==> src/rtl/pipe_hazard_ctrl.sv <==
// Pipeline hazard controller: load-use stalls, mispredict redirect/flush and halt drain.
// Define PIPE_HAZARD_CTRL_STATS_EN to add saturating stall/flush/run-cycle counters.
module pipe_hazard_ctrl #(
    parameter int unsigned PC_W         = 12,
    parameter int unsigned DRAIN_CYCLES = 3
) (
    input  logic            CLK,
    input  logic            RSTn,
    input  logic            id_valid,
    input  logic [4:0]      id_rs1,
    input  logic [4:0]      id_rs2,
    input  logic            id_uses_rs1,
    input  logic            id_uses_rs2,
    input  logic            ex_valid,
    input  logic            ex_is_load,
    input  logic [4:0]      ex_rd,
    input  logic            ex_is_branch,
    input  logic            ex_taken,
    input  logic            ex_bpr,
    input  logic [PC_W-1:0] ex_target,
    input  logic [PC_W-1:0] ex_pc_next,
    input  logic            ex_halt,
    output logic            pc_latchn,
    output logic            if_id_latchn,
    output logic            id_ex_latchn,
    output logic            if_id_flush,
    output logic            id_ex_flush,
    output logic            redirect_valid,
    output logic [PC_W-1:0] redirect_pc,
    output logic            halted
`ifdef PIPE_HAZARD_CTRL_STATS_EN
    ,
    output logic [15:0]     stall_cnt,
    output logic [15:0]     flush_cnt,
    output logic [15:0]     cycle_cnt
`endif
);

    localparam int unsigned CNT_W      = 4;
    localparam logic [CNT_W-1:0] DRAIN_LOAD = 4'(DRAIN_CYCLES - 1);

    typedef enum logic [1:0] {
        ST_INIT   = 2'd0,
        ST_RUN    = 2'd1,
        ST_DRAIN  = 2'd2,
        ST_HALTED = 2'd3
    } state_t;

    state_t           state_q, state_d;
    logic [CNT_W-1:0] cnt_q, cnt_d;

    logic mispredict_c;
    logic halt_c;
    logic load_use_c;

    assign mispredict_c = ex_valid & ex_is_branch & (ex_taken != ex_bpr);
    assign halt_c       = ex_valid & ex_halt;
    assign load_use_c   = ex_valid & ex_is_load & (ex_rd != 5'd0) & id_valid &
                          ((id_uses_rs1 & (id_rs1 == ex_rd)) |
                           (id_uses_rs2 & (id_rs2 == ex_rd)));

    // State and drain counter
    always_ff @(posedge CLK or negedge RSTn) begin
        if (!RSTn) begin
            state_q <= ST_INIT;
            cnt_q   <= '0;
        end else begin
            state_q <= state_d;
            cnt_q   <= cnt_d;
        end
    end

    // Next state and pipeline controls; reset values are forced while RSTn is low
    always_comb begin
        state_d        = state_q;
        cnt_d          = cnt_q;
        pc_latchn      = 1'b1;
        if_id_latchn   = 1'b1;
        id_ex_latchn   = 1'b1;
        if_id_flush    = 1'b1;
        id_ex_flush    = 1'b1;
        redirect_valid = 1'b0;
        redirect_pc    = '0;
        halted         = 1'b0;

        if (RSTn) begin
            case (state_q)
                ST_INIT: begin
                    pc_latchn    = 1'b0;
                    if_id_latchn = 1'b0;
                    id_ex_latchn = 1'b0;
                    state_d      = ST_RUN;
                end
                ST_RUN: begin
                    pc_latchn    = 1'b0;
                    if_id_latchn = 1'b0;
                    id_ex_latchn = 1'b0;
                    if_id_flush  = 1'b0;
                    id_ex_flush  = 1'b0;
                    // Mispredict outranks halt and load-use: the ID instruction is wrong-path
                    if (mispredict_c) begin
                        redirect_valid = 1'b1;
                        redirect_pc    = ex_taken ? ex_target : ex_pc_next;
                        if_id_flush    = 1'b1;
                        id_ex_flush    = 1'b1;
                    end else if (halt_c) begin
                        pc_latchn   = 1'b1;
                        if_id_flush = 1'b1;
                        id_ex_flush = 1'b1;
                        cnt_d       = DRAIN_LOAD;
                        state_d     = ST_DRAIN;
                    end else if (load_use_c) begin
                        pc_latchn    = 1'b1;
                        if_id_latchn = 1'b1;
                        id_ex_flush  = 1'b1;
                    end
                end
                ST_DRAIN: begin
                    if_id_latchn = 1'b0;
                    id_ex_latchn = 1'b0;
                    if (cnt_q == '0) begin
                        state_d = ST_HALTED;
                    end else begin
                        cnt_d = cnt_q - 4'd1;
                    end
                end
                ST_HALTED: begin
                    if_id_flush = 1'b0;
                    id_ex_flush = 1'b0;
                    halted      = 1'b1;
                end
            endcase
        end
    end

`ifdef PIPE_HAZARD_CTRL_STATS_EN
    logic        in_run_c;
    logic        stall_cyc_c;
    logic        redirect_cyc_c;
    logic [15:0] stall_cnt_q, flush_cnt_q, cycle_cnt_q;

    assign in_run_c       = (state_q == ST_RUN);
    assign redirect_cyc_c = in_run_c & mispredict_c;
    assign stall_cyc_c    = in_run_c & ~mispredict_c & ~halt_c & load_use_c;

    // Saturating event counters; they only advance in RUN, so they freeze once halted
    always_ff @(posedge CLK or negedge RSTn) begin
        if (!RSTn) begin
            stall_cnt_q <= '0;
            flush_cnt_q <= '0;
            cycle_cnt_q <= '0;
        end else begin
            if (stall_cyc_c && (stall_cnt_q != 16'hFFFF)) stall_cnt_q <= stall_cnt_q + 16'd1;
            if (redirect_cyc_c && (flush_cnt_q != 16'hFFFF)) flush_cnt_q <= flush_cnt_q + 16'd1;
            if (in_run_c && (cycle_cnt_q != 16'hFFFF)) cycle_cnt_q <= cycle_cnt_q + 16'd1;
        end
    end

    assign stall_cnt = stall_cnt_q;
    assign flush_cnt = flush_cnt_q;
    assign cycle_cnt = cycle_cnt_q;
`endif

endmodule

==> config.mk <==
export PLATFORM = sky130hd
export DESIGN_NAME = pipe_hazard_ctrl
export DESIGN_NICKNAME = d
export VERILOG_FILES = /design/src/rtl/pipe_hazard_ctrl.sv
export SDC_FILE = /design/constraint.sdc
export NUM_CORES = 1
export LEC_CHECK = 0
export ABC_CLOCK_PERIOD_IN_PS = 2400
export BUFFER_PORTS_ARGS = -buffer_cell sky130_fd_sc_hd__buf_4
export CORE_MARGIN = 2
export CORE_UTILIZATION = 35
export CTS_CLUSTER_DIAMETER = 80
export DETAILED_ROUTE_END_ITERATION = 6
export PLACE_DENSITY = 0.72
export SLEW_MARGIN = 5
export SYNTH_ARGS = -nofsm -noshare
export SYNTH_HDL_FRONTEND = slang
export SYNTH_SLANG_ARGS = --single-unit
==> constraint.sdc <==
create_clock -name CLK -period 2.4 [get_ports CLK]
set_clock_uncertainty 0.2 [all_clocks]
set_input_delay 0.12 -clock CLK [delete_from_list [all_inputs] [get_ports CLK]]
set_output_delay 0.12 -clock CLK [all_outputs]
set_load 0.01 [all_outputs]
==> results.json, run 1 <==
{
  "antenna_left": 0,
  "net-switching-power_uw": 371,
  "num_antenna_cells": 0,
  "htree_levels": 1,
  "setup_ws_ns": 0.230,
  "tightest_slew_ns": 0.325,
  "fin_cells": 208,
  "grt_setup_unrepaired": "no",
  "cts_made_buffers": 3,
  "pre_cts_slack_ns": 0.324,
  "dp_cells": 204,
  "initial_core_util_pct": 36.5,
  "seqCellArea_um2": 150,
  "timing.slew.headroom_pct": 78.2,
  "hpwlAfterDp_um": 2110,
  "drt_wl_total_um": 2490,
  "critical_path_class": "flip-flop to output port",
  "dieArea_um2": 2980,
  "synthesis.area_um2": 897,
  "path_max_fanout": 9,
  "drive_above_1_share_pct": 44.4,
  "p_int_uw": 505,
  "final_cell_mix": "buf_4 (68), mux2i_1 (14), nor2_1 (13), inv_1 (9)",
  "maxCapViolCount": 0,
  "synth_cell_type_count": 38,
  "final_util_pct": 59.7,
  "status": "completed",
  "vias_per_cell": 4.96,
  "synth_area_leader_cell": "dfrtp_1",
  "gr-usage-all-layers_pct": 16.6,
  "nFillCells": 207,
  "cts_tree": "yes",
  "area_delta_synth_final_pct": 63.5,
  "ys_seq_area_share_pct": 16.7,
  "clkTransAtPathRegs_ns": 0.05,
  "synthTopCellsByArea": "dfrtp_1 (17%), mux2i_1 (16%), ha_1 (11%), xor2_1 (7.8%), nor2_1 (5.4%)",
  "power_frac_clock_pct": 10.7,
  "antenna_found_initial": 0,
  "final_common_cell": "buf_4",
  "overflow": 0,
  "start_kind": "flip-flop",
  "crit_path_end_kind": "output port",
  "post_cts_buffers": 0,
  "cts-root-buf": "clkbuf_4",
  "max_freq_ghz": 0.461,
  "nets": 238,
  "portBuffers": 68,
  "hold_class": "input port to asynchronous set/reset pin",
  "syn_area_per_cell_um2": 8.23,
  "vdd_drop_max_uv": 359,
  "finalHoldViolCount": 0,
  "io_pins": 69,
  "drtIter0Drc": 8,
  "slew_violations": 0,
  "grt_max_degree": 14,
  "syn_inst": 109,
  "pwr-share-seq_pct": 21.3,
  "fp.dieW_um": 54.6,
  "synth-warning-count": 0,
  "p_per_area_nw_per_um2": 597,
  "leakage_nw": 0.770,
  "setup_tns_ns": 0,
  "clockBufferDepth": 2,
  "dr_total_vias": 1032,
  "wl_per_cell_um": 12.0,
  "syn-num-nets": 167,
  "clock-sinks": 6,
  "clk_latency_ns": 0.25,
  "worst_ep_required_time_ns": 2.08,
  "comb_power_share_pct": 67.9,
  "gp_congestion": 0.819,
  "setup_viol": 0,
  "first_pass_iters": 4,
  "multi_input_area_um2": 702,
  "ys_seq_elements": 6,
  "drc_errors": 0,
  "rows": 18,
  "grt_pass1_wl_um": 3660,
  "first_global_vias": 963,
  "ff2ff_path_depth": 6,
  "synth_top_area_share_pct": 16.7,
  "placeableCoreArea_um2": 2450,
  "crit_arrival_ns": 1.85,
  "finalCriticalPeriod_ns": 2.17,
  "fp.dieH_um": 54.6,
  "switching_share_pct": 42.4,
  "final.period_utilization_pct": 90.4
}
critical path, stage by stage (launching register included):
cell      delay, ns
dfrtp_1        0.41
inv_1          0.11
ha_1           0.31
inv_1          0.17
a32oi_1        0.22
nand2_1        0.08
o211ai_1       0.16
buf_4          0.15
kinds of logic (layout without fill, tap and decap cells):
family,after synthesis,after routing,synth area share [%]
AO/OA/AOI/OAI,19,19,16.2
XOR/XNOR,11,11,11.6
adder cells (fa/ha/maj),8,8,11.2
buffers and inverters,12,81,5.58
flip-flops,6,6,16.7
multiplexers,16,16,18.5
AND/OR/NAND/NOR,37,37,20.2
per-layer routing:
metal,up-vias,global-route usage (%),share of wire (%)
met5,-,0,0
met4,0,3.75,0.32
met3,2,4.92,11
met2,59,34.7,53
met1,450,15.0,36
li1,521,-,-
metrics by stage:
| step | power [mW] | area [um^2] | hold slack [ns] |
|---|---|---|---|
| CTS | 0.881 | 1460 | 0.0348 |
| global placement | 0.756 | 1430 | -0.242 |
| detailed placement | 0.781 | 1430 | -0.241 |
| finish | 0.876 | 1470 | 0.0607 |
| floorplan | 0.559 | 897 | -0.376 |
| global route | 0.958 | 1470 | 0.0601 |
layout make-up:
class / instances / share of cell area [%]
clock buffer: 3 / 1.54
inverter: 9 / 2.30
multi-input combinational: 91 / 47.9
sequential: 6 / 10.2
tap: 30 / 2.56
timing repair buffer: 69 / 35.5
power by group through the flow:
| stage | Clock (mW) | Sequential (mW) | Combinational [mW] |
|---|---|---|---|
| 2_1_floorplan | 0 | 0.177 | 0.382 |
| 3_3_place_gp | 0 | 0.183 | 0.573 |
| 3_5_place_dp | 0 | 0.187 | 0.594 |
| 4_1_cts | 0.0980 | 0.186 | 0.597 |
| 5_1_grt | 0.105 | 0.194 | 0.659 |
| 6_report | 0.0940 | 0.187 | 0.595 |
synthesized netlist by cell type:
| cell type | instances |
|---|---|
| nor4_1 | 2 |
| mux2_4 | 1 |
| nor2_1 | 13 |
| ha_1 | 8 |
| or3_1 | 1 |
| xor2_2 | 1 |
| and3_1 | 1 |
| o221ai_1 | 1 |
| o21ai_0 | 3 |
| xor2_1 | 8 |
| mux2_2 | 1 |
| and2_0 | 1 |
| dfrtp_1 | 6 |
| o211ai_1 | 3 |
| o21ba_1 | 1 |
| or3b_1 | 1 |
| buf_4 | 1 |
| a21oi_2 | 1 |
| a32o_1 | 1 |
| nand2b_1 | 1 |
| nand3_1 | 3 |
| a31oi_1 | 1 |
| buf_2 | 1 |
| a32oi_1 | 2 |
| nor3_1 | 2 |
| and2b_2 | 1 |
| o311ai_1 | 1 |
| clkbuf_1 | 1 |
| or3_2 | 1 |
| xnor2_1 | 2 |
| mux2i_1 | 14 |
| a21o_1 | 1 |
| o21ai_1 | 1 |
| and2_1 | 3 |
| inv_1 | 9 |
| a21oi_1 | 2 |
| o21a_4 | 1 |
| nand2_1 | 7 |
state kept, by name (all words and copies together), names as in the netlist:
register	count
cnt_q	4
state_q	2
worst paths after layout:
check	start	end	slack [ns]
worst max-delay path	state_q[1]$_DFFE_PN0P_	pc_latchn	0.23
worst min-delay path	RSTn	cnt_q[1]$_DFFE_PN0P_	0.06
worst max register to register	state_q[1]$_DFFE_PN0P_	cnt_q[1]$_DFFE_PN0P_	0.36
worst min register to register	cnt_q[2]$_DFFE_PN0P_	cnt_q[2]$_DFFE_PN0P_	0.35
max in group asynchronous	RSTn	state_q[0]$_DFFE_PN0P_	1.79
min in group CLK	ex_is_branch	cnt_q[3]$_DFFE_PN0P_	0.17
what timing repair did:
item	4_1_cts	5_1_grt
hold buffers	1	0
endpoints found under the hold margin	6	0
resized for setup	0	1
endpoints found under the setup margin	0	13
No activity file was read; power rests on OpenSTA's default activity.
==> inputs of run 2 (changes only) <==
--- a/config.mk
+++ b/config.mk
@@ -6,12 +6,12 @@
 export NUM_CORES = 1
 export LEC_CHECK = 0
 export ABC_CLOCK_PERIOD_IN_PS = 2400
-export BUFFER_PORTS_ARGS = -buffer_cell sky130_fd_sc_hd__buf_4
+export BUFFER_PORTS_ARGS = -buffer_cell sky130_fd_sc_hd__buf_2
 export CORE_MARGIN = 2
-export CORE_UTILIZATION = 35
+export CORE_UTILIZATION = 40
 export CTS_CLUSTER_DIAMETER = 80
 export DETAILED_ROUTE_END_ITERATION = 6
-export PLACE_DENSITY = 0.72
+export PLACE_DENSITY = 0.81
 export SLEW_MARGIN = 5
 export SYNTH_ARGS = -nofsm -noshare
 export SYNTH_HDL_FRONTEND = slang
==> run 2 against run 1 <==
Against the previous run:
- maximum frequency is 2.2% higher
- clock power barely moved
- core utilization about the same
- first-iteration DRC count unchanged
- sequential power barely moved
- global-route usage increased by 2.4 points
- final area decreased by 12%
- via count fell by 0.29%
- non-clock buffer count did not move
- critical path type unchanged
- critical endpoint unchanged
- largest power group unchanged
==> results.json, run 2 (synthesized netlist as in run 1, its figures left out) <==
{
  "hpwlAfterDp_um": 1970,
  "leakage_nw": 0.721,
  "nFillCells": 198,
  "timing.critical_path.mode_cell": "inv_1",
  "clock-sinks": 6,
  "num_antenna_cells": 0,
  "io_pins": 69,
  "fp.dieH_um": 51.4,
  "fin_cells": 206,
  "final_common_cell": "buf_2",
  "reg_top3": "cnt_q (4), state_q (2)",
  "crit_arrival_ns": 1.80,
  "dp_cells": 202,
  "gr-usage-all-layers_pct": 19.0,
  "drt_wl_total_um": 2380,
  "final_cell_mix": "buf_2 (68), mux2i_1 (14), nor2_1 (13), inv_1 (9), xor2_1 (8)",
  "antenna_left": 0,
  "final.period_utilization_pct": 88.5,
  "max_freq_ghz": 0.471,
  "start_kind": "flip-flop",
  "cts_made_buffers": 3,
  "setup_ws_ns": 0.276,
  "crit_path_end_kind": "output port",
  "clockBufferDepth": 2,
  "slowest_delay_ns": 0.42,
  "fp.dieW_um": 51.4,
  "dieArea_um2": 2640,
  "multi_input_area_um2": 704,
  "drc_errors": 0,
  "antenna_found_initial": 0,
  "p_per_area_nw_per_um2": 643,
  "wl_per_cell_um": 11.5,
  "drive_above_1_share_pct": 44.9,
  "grt_pass1_wl_um": 3930,
  "first_global_vias": 972,
  "hold_class": "input port to asynchronous set/reset pin",
  "portBuffers": 68,
  "finalCriticalPeriod_ns": 2.12,
  "finalHoldViolCount": 0,
  "overflow": 0,
  "worst_ep_required_time_ns": 2.08,
  "setup_tns_ns": 0,
  "clkTransAtPathRegs_ns": 0.05,
  "vdd_drop_max_uv": 343,
  "placeableCoreArea_um2": 2170,
  "rows": 17,
  "slew_violations": 0,
  "crit_slowest_cell": "dfrtp_1",
  "htree_levels": 1,
  "seqCellArea_um2": 150,
  "vias_per_cell": 5.00,
  "crit_chain": "inv_1 > ha_2 > inv_1 > a32oi_1 > nand2_1 > o211ai_1 > buf_2",
  "grt_setup_unrepaired": "no",
  "drtIter0Drc": 8,
  "setup_viol": 0,
  "clk_latency_ns": 0.24,
  "timing.slew.headroom_pct": 75.4,
  "critical_path_class": "flip-flop to output port",
  "maxCapViolCount": 0,
  "nets": 238,
  "gp_congestion": 0.869,
  "grt_max_degree": 14,
  "pre_cts_slack_ns": 0.338,
  "met3_usage_pct": 4.97,
  "path_max_fanout": 9,
  "tightest_slew_ns": 0.369,
  "status": "completed",
  "final_util_pct": 59.7,
  "use_met1_pct": 20.1,
  "cts-root-buf": "clkbuf_4",
  "first_pass_iters": 4,
  "initial_core_util_pct": 41.3,
  "largest_register_ffs": 4,
  "post_cts_buffers": 0,
  "top_register": "cnt_q",
  "grt_busiest_layer": "met2",
  "grt_use_met2_pct": 36.8,
  "cts_tree": "yes",
  "dr_total_vias": 1029,
  "area_delta_synth_final_pct": 44.5
}
## run 2: cell counts in the layout (fill, tap and decap cells not counted)
Identical to the previous run, type by type.
## run 2: cell type report
| type | instances | share of cell area, % |
|---|---|---|
| repair buffers | 69 | 27.0 |
| flip-flops and latches | 6 | 11.6 |
| clock buffers | 3 | 1.74 |
| multi-input cells | 91 | 54.3 |
| inverters | 9 | 2.61 |
| well taps | 28 | 2.70 |
## run 2: layer usage
layer / wire length, um / vias to the layer above / share of wire (%)
met3: 228 / 4 / 9.6
li1: - / 520 / -
met4: 26 / 0 / 1.1
met2: 1190 / 64 / 50
met1: 930 / 441 / 39
met5: 0 / - / 0
## run 2: per-stage QoR
stage | area (um^2) | hold slack [ns] | total power [mW]
finish | 1300 | 0.0835 | 0.833
global route | 1300 | 0.0869 | 0.924
CTS | 1290 | 0.0634 | 0.830
detailed placement | 1260 | -0.204 | 0.731
global placement | 1260 | -0.211 | 0.698
floorplan | 897 | -0.376 | 0.559
## run 2: repair_timing
item,CTS,global route
hold endpoints to repair,6,0
hold buffers,1,0
setup endpoints to repair,0,14
gates resized for setup,0,2
## run 2: worst max-delay path: cells and delay by family (launching register included)
family	cells	cell delay [ns]
buffers and inverters	3	0.42
DFF	1	0.42
AOI/OAI and AO/OA	2	0.39
adders and majority gates	1	0.26
and+or+nand+nor	1	0.08
## run 2: worst paths after layout
kind	slack, ns	from	depth (start not counted)	end
min	0.08	RSTn	2	cnt_q[1]$_DFFE_PN0P_
max in group asynchronous	1.71	RSTn	2	state_q[1]$_DFFE_PN0P_
max	0.28	state_q[1]$_DFFE_PN0P_	7	pc_latchn
min reg2reg	0.34	cnt_q[1]$_DFFE_PN0P_	1	cnt_q[1]$_DFFE_PN0P_
max reg2reg	0.39	state_q[0]$_DFFE_PN0P_	6	cnt_q[1]$_DFFE_PN0P_
min in group CLK	0.23	ex_is_branch	4	cnt_q[3]$_DFFE_PN0P_
## run 2: where the power goes
group | switching (mW) | internal, mW | total [mW] | leakage [nW]
Sequential | 0.0431 | 0.145 | 0.188 | 0.0728
Clock | 0.0373 | 0.0566 | 0.0939 | 0.0138
Combinational | 0.291 | 0.260 | 0.551 | 0.634
